$ cat config.mk
export PLATFORM = sky130hd
export DESIGN_NAME = bin_to_bcd4_flat
export DESIGN_NICKNAME = d
export VERILOG_FILES = /design/src/rtl/bin_to_bcd4_if.sv /design/src/rtl/bin_to_bcd4.sv /design/src/flat_wrapper.sv
export SDC_FILE = /design/constraint.sdc
export NUM_CORES = 1
export LEC_CHECK = 0
export BUFFER_PORTS_ARGS = -buffer_cell sky130_fd_sc_hd__buf_4
export CAP_MARGIN = 20
export CORE_UTILIZATION = 51
export CTS_CLUSTER_SIZE = 16
export DETAILED_ROUTE_END_ITERATION = 16
export PLACE_DENSITY = 0.74
export SETUP_SLACK_MARGIN = 0.3
export SYNTH_ARGS = -nofsm -noshare
export SYNTH_HDL_FRONTEND = slang
export SYNTH_SLANG_ARGS = --single-unit
export TNS_END_PERCENT = 5
$ cat constraint.sdc
create_clock -name i_clk -period 1.45 [get_ports i_clk]
set_input_delay 0.0725 -clock i_clk [delete_from_list [all_inputs] [get_ports i_clk]]
set_output_delay 0.0725 -clock i_clk [all_outputs]
set_load 0.005 [all_outputs]
$ cat src/rtl/bin_to_bcd4_if.sv
// Handshake/data bundle between a requester and the bin_to_bcd4 converter.
// Directions are named from the converter's side: i_ into it, o_ out of it.
interface bin_to_bcd4_if #(
  parameter int BIN_W = 14
);
  logic             i_start;
  logic [BIN_W-1:0] i_bin;
  logic [15:0]      o_d;
  logic             o_busy;
  logic             o_done;
  logic             o_ovf;

  modport master (
    output i_start,
    output i_bin,
    input  o_d,
    input  o_busy,
    input  o_done,
    input  o_ovf
  );

  modport slave (
    input  i_start,
    input  i_bin,
    output o_d,
    output o_busy,
    output o_done,
    output o_ovf
  );
endinterface

$ cat src/rtl/bin_to_bcd4.sv
// Sequential double-dabble binary -> 4-digit packed BCD converter (one bit per clock).
// Optional macro BCD_OVF_BLANK_EN: overflow result is 16'hFFFF (blank) instead of 16'h9999.
module bin_to_bcd4 #(
  parameter int BIN_W = 14
) (
  input  logic          i_clk,
  input  logic          i_rst_n,
  bin_to_bcd4_if.slave  bif
);

  localparam int CNT_W = 5;

`ifdef BCD_OVF_BLANK_EN
  localparam logic [15:0] OVF_D = 16'hFFFF;
`else
  localparam logic [15:0] OVF_D = 16'h9999;
`endif

  typedef enum logic [1:0] {
    IDLE  = 2'd0,
    SHIFT = 2'd1,
    DONE  = 2'd2
  } state_t;

  state_t           r_state;
  logic [BIN_W-1:0] r_shift;
  logic [15:0]      r_scratch;
  logic [CNT_W-1:0] r_cnt;
  logic [15:0]      r_d;
  logic             r_busy;
  logic             r_done;
  logic             r_ovf;

  logic [15:0]      w_corr;
  logic [31:0]      w_binExt;

  assign w_binExt = {{(32-BIN_W){1'b0}}, bif.i_bin};

  // Nibbles are corrected independently; a carry never crosses into the next digit.
  always_comb begin
    w_corr = r_scratch;
    for (int n = 0; n < 4; n++) begin
      if (r_scratch[4*n +: 4] >= 4'd5) begin
        w_corr[4*n +: 4] = r_scratch[4*n +: 4] + 4'd3;
      end
    end
  end

  always_ff @(posedge i_clk) begin
    if (!i_rst_n) begin
      r_state   <= IDLE;
      r_shift   <= '0;
      r_scratch <= '0;
      r_cnt     <= '0;
      r_d       <= '0;
      r_busy    <= 1'b0;
      r_done    <= 1'b0;
      r_ovf     <= 1'b0;
    end else begin
      r_done <= 1'b0;
      case (r_state)
        IDLE: begin
          if (bif.i_start) begin
            r_shift   <= bif.i_bin;
            r_scratch <= '0;
            r_cnt     <= CNT_W'(BIN_W);
            r_ovf     <= (w_binExt > 32'd9999);
            r_busy    <= 1'b1;
            r_state   <= SHIFT;
          end
        end
        SHIFT: begin
          r_scratch <= {w_corr[14:0], r_shift[BIN_W-1]};
          r_shift   <= {r_shift[BIN_W-2:0], 1'b0};
          r_cnt     <= r_cnt - 1'b1;
          if (r_cnt == CNT_W'(1)) begin
            r_state <= DONE;
          end
        end
        DONE: begin
          // The raw thousands digit is garbage for inputs above 9999, so the whole word is replaced.
          r_d     <= r_ovf ? OVF_D : r_scratch;
          r_done  <= 1'b1;
          r_busy  <= 1'b0;
          r_state <= IDLE;
        end
        default: begin
          r_busy  <= 1'b0;
          r_state <= IDLE;
        end
      endcase
    end
  end

  assign bif.o_d    = r_d;
  assign bif.o_busy = r_busy;
  assign bif.o_done = r_done;
  assign bif.o_ovf  = r_ovf;

endmodule

$ cat src/flat_wrapper.sv
// flat-port wrapper written by rule: the top's interface ports become plain ports
module bin_to_bcd4_flat 
#(
  parameter int BIN_W = 14
)
  (i_clk, i_rst_n, bif_i_start, bif_i_bin, bif_o_d, bif_o_busy, bif_o_done, bif_o_ovf);
  bin_to_bcd4_if #(.BIN_W(BIN_W)) bif_i ();
  input  logic i_clk;
  input  logic i_rst_n;
  input wire logic [$bits(bif_i.i_start)-1:0] bif_i_start;
  input wire logic [$bits(bif_i.i_bin)-1:0] bif_i_bin;
  output wire logic [$bits(bif_i.o_d)-1:0] bif_o_d;
  output wire logic [$bits(bif_i.o_busy)-1:0] bif_o_busy;
  output wire logic [$bits(bif_i.o_done)-1:0] bif_o_done;
  output wire logic [$bits(bif_i.o_ovf)-1:0] bif_o_ovf;
  assign bif_i.i_start = bif_i_start;
  assign bif_i.i_bin = bif_i_bin;
  assign bif_o_d = bif_i.o_d;
  assign bif_o_busy = bif_i.o_busy;
  assign bif_o_done = bif_i.o_done;
  assign bif_o_ovf = bif_i.o_ovf;
  bin_to_bcd4 #(.BIN_W(BIN_W)) u_core (.i_clk(i_clk), .i_rst_n(i_rst_n), .bif(bif_i));
endmodule
==> impl_metrics.yaml <==
finish:
  diodes: 0
  finalNonFillerCells: 430
  num-nets-final: 389
  areaGrowthSynthToFinish_pct: 31.0
  drive_above_1_share_pct: 30.3
clock_network:
  clk_pin_slew_ns: 0.11
  clock_latency_ns: 0.33
  cts_root_buf: "clkbuf_8"
  htree_levels: 2
  clk_path_buf_depth: 2
  cts.sinks: 56
  tritoncts: "yes"
  cts_made_buffers: 5
drt:
  final_antenna_net_count: 0
  firstDrtPassIters: 4
  drc: 0
  viasPerCell: 5.53
  dr.first_iter.drc_count: 155
  wl_per_cell_um: 14.6
  dr_total_vias: 2380
  routed_wl_mm: 6.27
timing:
  clock.fmax_mhz: 764
  period_needed_ns: 1.31
  tns_ns: 0
  skew_ns: 0.0133
  rsz0062_at_grt: "true"
  final-setup-viol-count: 0
  relSlewSlack_pct: 76.2
  period_share_pct: 90.2
  finalHoldViolCount: 0
  maxSlewViolCount: 0
  worst_pin_slew_ns: 0.354
global_route:
  grt_max_degree: 26
  grt_antenna_before_repair: 0
  grt_pass1_vias: 2110
  overflow: 0
  grtUsageTotal_pct: 23.8
  grt_pass1_wl_mm: 9.76
pwr:
  max-vdd-ir-drop_v: 0.000537
  total_power_mw: 3.20
  leakage_nw: 1.38
  p_per_area_nw_per_um2: 946
synthesis:
  synthCells: 311
  yosys_warnings: 0
  post_synth.cell_area_avg_um2: 8.29
  yosysTopAreaCellShare_pct: 43.5
  syn-num-nets: 338
  synth_most_common_cell: "nor2_1"
  synthAdderAreaFrac_pct: 4.85
  ys_top_cells_by_count: "nor2_1 (59), dfxtp_1 (56), a21oi_1 (28), nor3_1 (22), nand2_1 (18)"
  syn_area_um2: 2580
  synth_top_family_by_area: "simple AND/OR/NAND/NOR gates"
  synth_top_area_cell: "dfxtp_1"
  synth_edf_count: 0
  synthXorXnorAreaFrac_pct: 2.38
  synthTopCellsByArea: "dfxtp_1 (43%), nor2_1 (8.6%), a21oi_1 (5.4%)"
  synthFlopType: "dfxtp_1"
  ys_types: 35
  synthSimpleGateAreaFrac_pct: 22.7
  ys_ff_latch: 56
  synth-compound-area-share_pct: 18.9
  synth_mux_area_share_pct: 1.55
  synth-seq-area-share_pct: 43.5
  ys_async_sr_fraction_pct: 0
placement:
  placedCellCount: 406
  dp_hpwl_mm: 3.88
  gp_congestion: 0.840
  port_buffers: 35
floorplan:
  io_pins: 36
  die_h_um: 73.1
  core_area_um2: 4790
  start_util_pct: 53.9
  num_rows: 25
  die_area_um2: 5340
  die_w_um: 73.1
critical_path:
  crit_chain: "inv_4 > ha_4 > nand2b_4 > a21oi_4 > mux2i_1 > a22o_1"
  cp_max_fo: 4
  slowest_stage: "dfxtp_2"
  cp.arrival_ns: 1.58
  required_ns: 1.72
  crit_type: "flip-flop to flip-flop"
  start_kind: "flip-flop"
  slowest_delay_ns: 0.37
  worst_setup_path_end_kind: "flip-flop"
worst_hold_path:
  min_path_type: "input port to flip-flop"
flow_run:
  drv_cap: 0
run_status:
  status: "complete, no violations"
==> logic make-up (layout without fill, tap and decap cells) <==
kind of cell | Yosys count | in the layout
AND/OR/NAND/NOR | 126 | 126
XOR/XNOR | 7 | 7
adder cells (fa/ha/maj) | 10 | 10
AO/OA/AOI/OAI | 74 | 74
flip-flops | 56 | 56
multiplexers | 4 | 4
buffers and inverters | 34 | 86
==> through the flow <==
stage | utilization (%) | hold WS, ns | setup WS [ns] | area [um^2]
after CTS | 66.0 | 0.0364 | 0.0920 | 3160
after global routing | 70.5 | 0.0678 | 0.0672 | 3380
after floorplan | - | 0.198 | 0.140 | 2590
after global placement | 61.3 | 0.295 | 0.0939 | 2930
final | 70.5 | 0.0313 | 0.141 | 3380
after detailed placement | 61.3 | 0.301 | 0.0763 | 2930
==> flip-flops by register name, summed over array words and instances (netlist names) <==
name	cells
u_core.bif.o_d	16
u_core.r_state	2
u_core.bif.o_done	1
u_core.r_shift	14
u_core.bif.o_ovf	1
u_core.r_scratch	16
u_core.bif.o_busy	1
u_core.r_cnt	5
==> placed cells by master, fill, tap and decap left out, drive strengths merged, types with 2 or more instances in the layout <==
cell	Yosys	layout
a21oi	28	28
a222oi	3	3
a22o	6	6
buf	8	58
clkbuf	10	5
clkinv	0	2
dfxtp	56	56
dlygate4sd3	0	4
ha	10	10
inv	16	15
mux2i	4	4
nand2	18	18
nand2b	6	6
nand3	7	7
nor2	60	60
nor3	22	22
nor3b	4	4
nor4	2	2
o21ai	17	17
o221ai	10	10
o311ai	2	2
o31ai	3	3
or3	4	4
xnor2	4	4
xor2	3	3
==> power by group <==
part	switching [mW]	leakage, nW	internal, mW	total (mW)
Clock	0.539	0.0583	0.521	1.06
Sequential	0.0793	0.463	1.61	1.69
Combinational	0.242	0.857	0.204	0.446
==> worst paths after layout <==
kind	from	end	slack [ns]	cells after the start
worst max-delay path	u_core.r_scratch[1]$_SDFFE_PN0P_	u_core.r_scratch[2]$_SDFFE_PN0P_	0.14	6
worst min register to register	u_core.bif.o_d[9]$_SDFFE_PN0P_	u_core.bif.o_d[9]$_SDFFE_PN0P_	0.46	2
worst min-delay path	bif_i_bin[13]	u_core.bif.o_ovf$_SDFFE_PN0P_	0.03	3
worst max register to register	u_core.r_scratch[1]$_SDFFE_PN0P_	u_core.r_scratch[2]$_SDFFE_PN0P_	0.14	6
==> worst max-delay path, delay by kind of cell, from the launching register on <==
| kind | cells | cell delay, ns |
|---|---|---|
| AOI/OAI and AO/OA | 2 | 0.33 |
| adders and majority gates | 1 | 0.15 |
| DFF | 1 | 0.37 |
| buffers and inverters | 1 | 0.06 |
| muxes | 1 | 0.21 |
| and+or+nand+nor | 1 | 0.14 |
==> layout make-up <==
class	count	area (um^2)
Fill cell	397	1410
Timing Repair Buffer	62	495
Inverter	16	68.8
Clock inverter	3	47.5
Multi-Input combinational cell	221	1470
Clock buffer	5	68.8
Tap cell	67	83.8
Sequential cell	56	1140
==> layer usage <==
| layer | track usage, % | wire [um] |
|---|---|---|
| met2 | 39.7 | 3100 |
| met4 | 7.84 | 110 |
| met1 | 30.7 | 2800 |
| met3 | 4.70 | 263 |
| met5 | 0 | 0 |
==> timing repair <==
item / in CTS / in global routing
pin swaps: 5 / 9
gates resized for setup: 18 / 36
hold buffers: 4 / 0
endpoints found under the setup margin: 56 / 55
setup buffers: 3 / 9
endpoints found under the hold margin: 4 / 0
(Power assumes the default switching activity.)
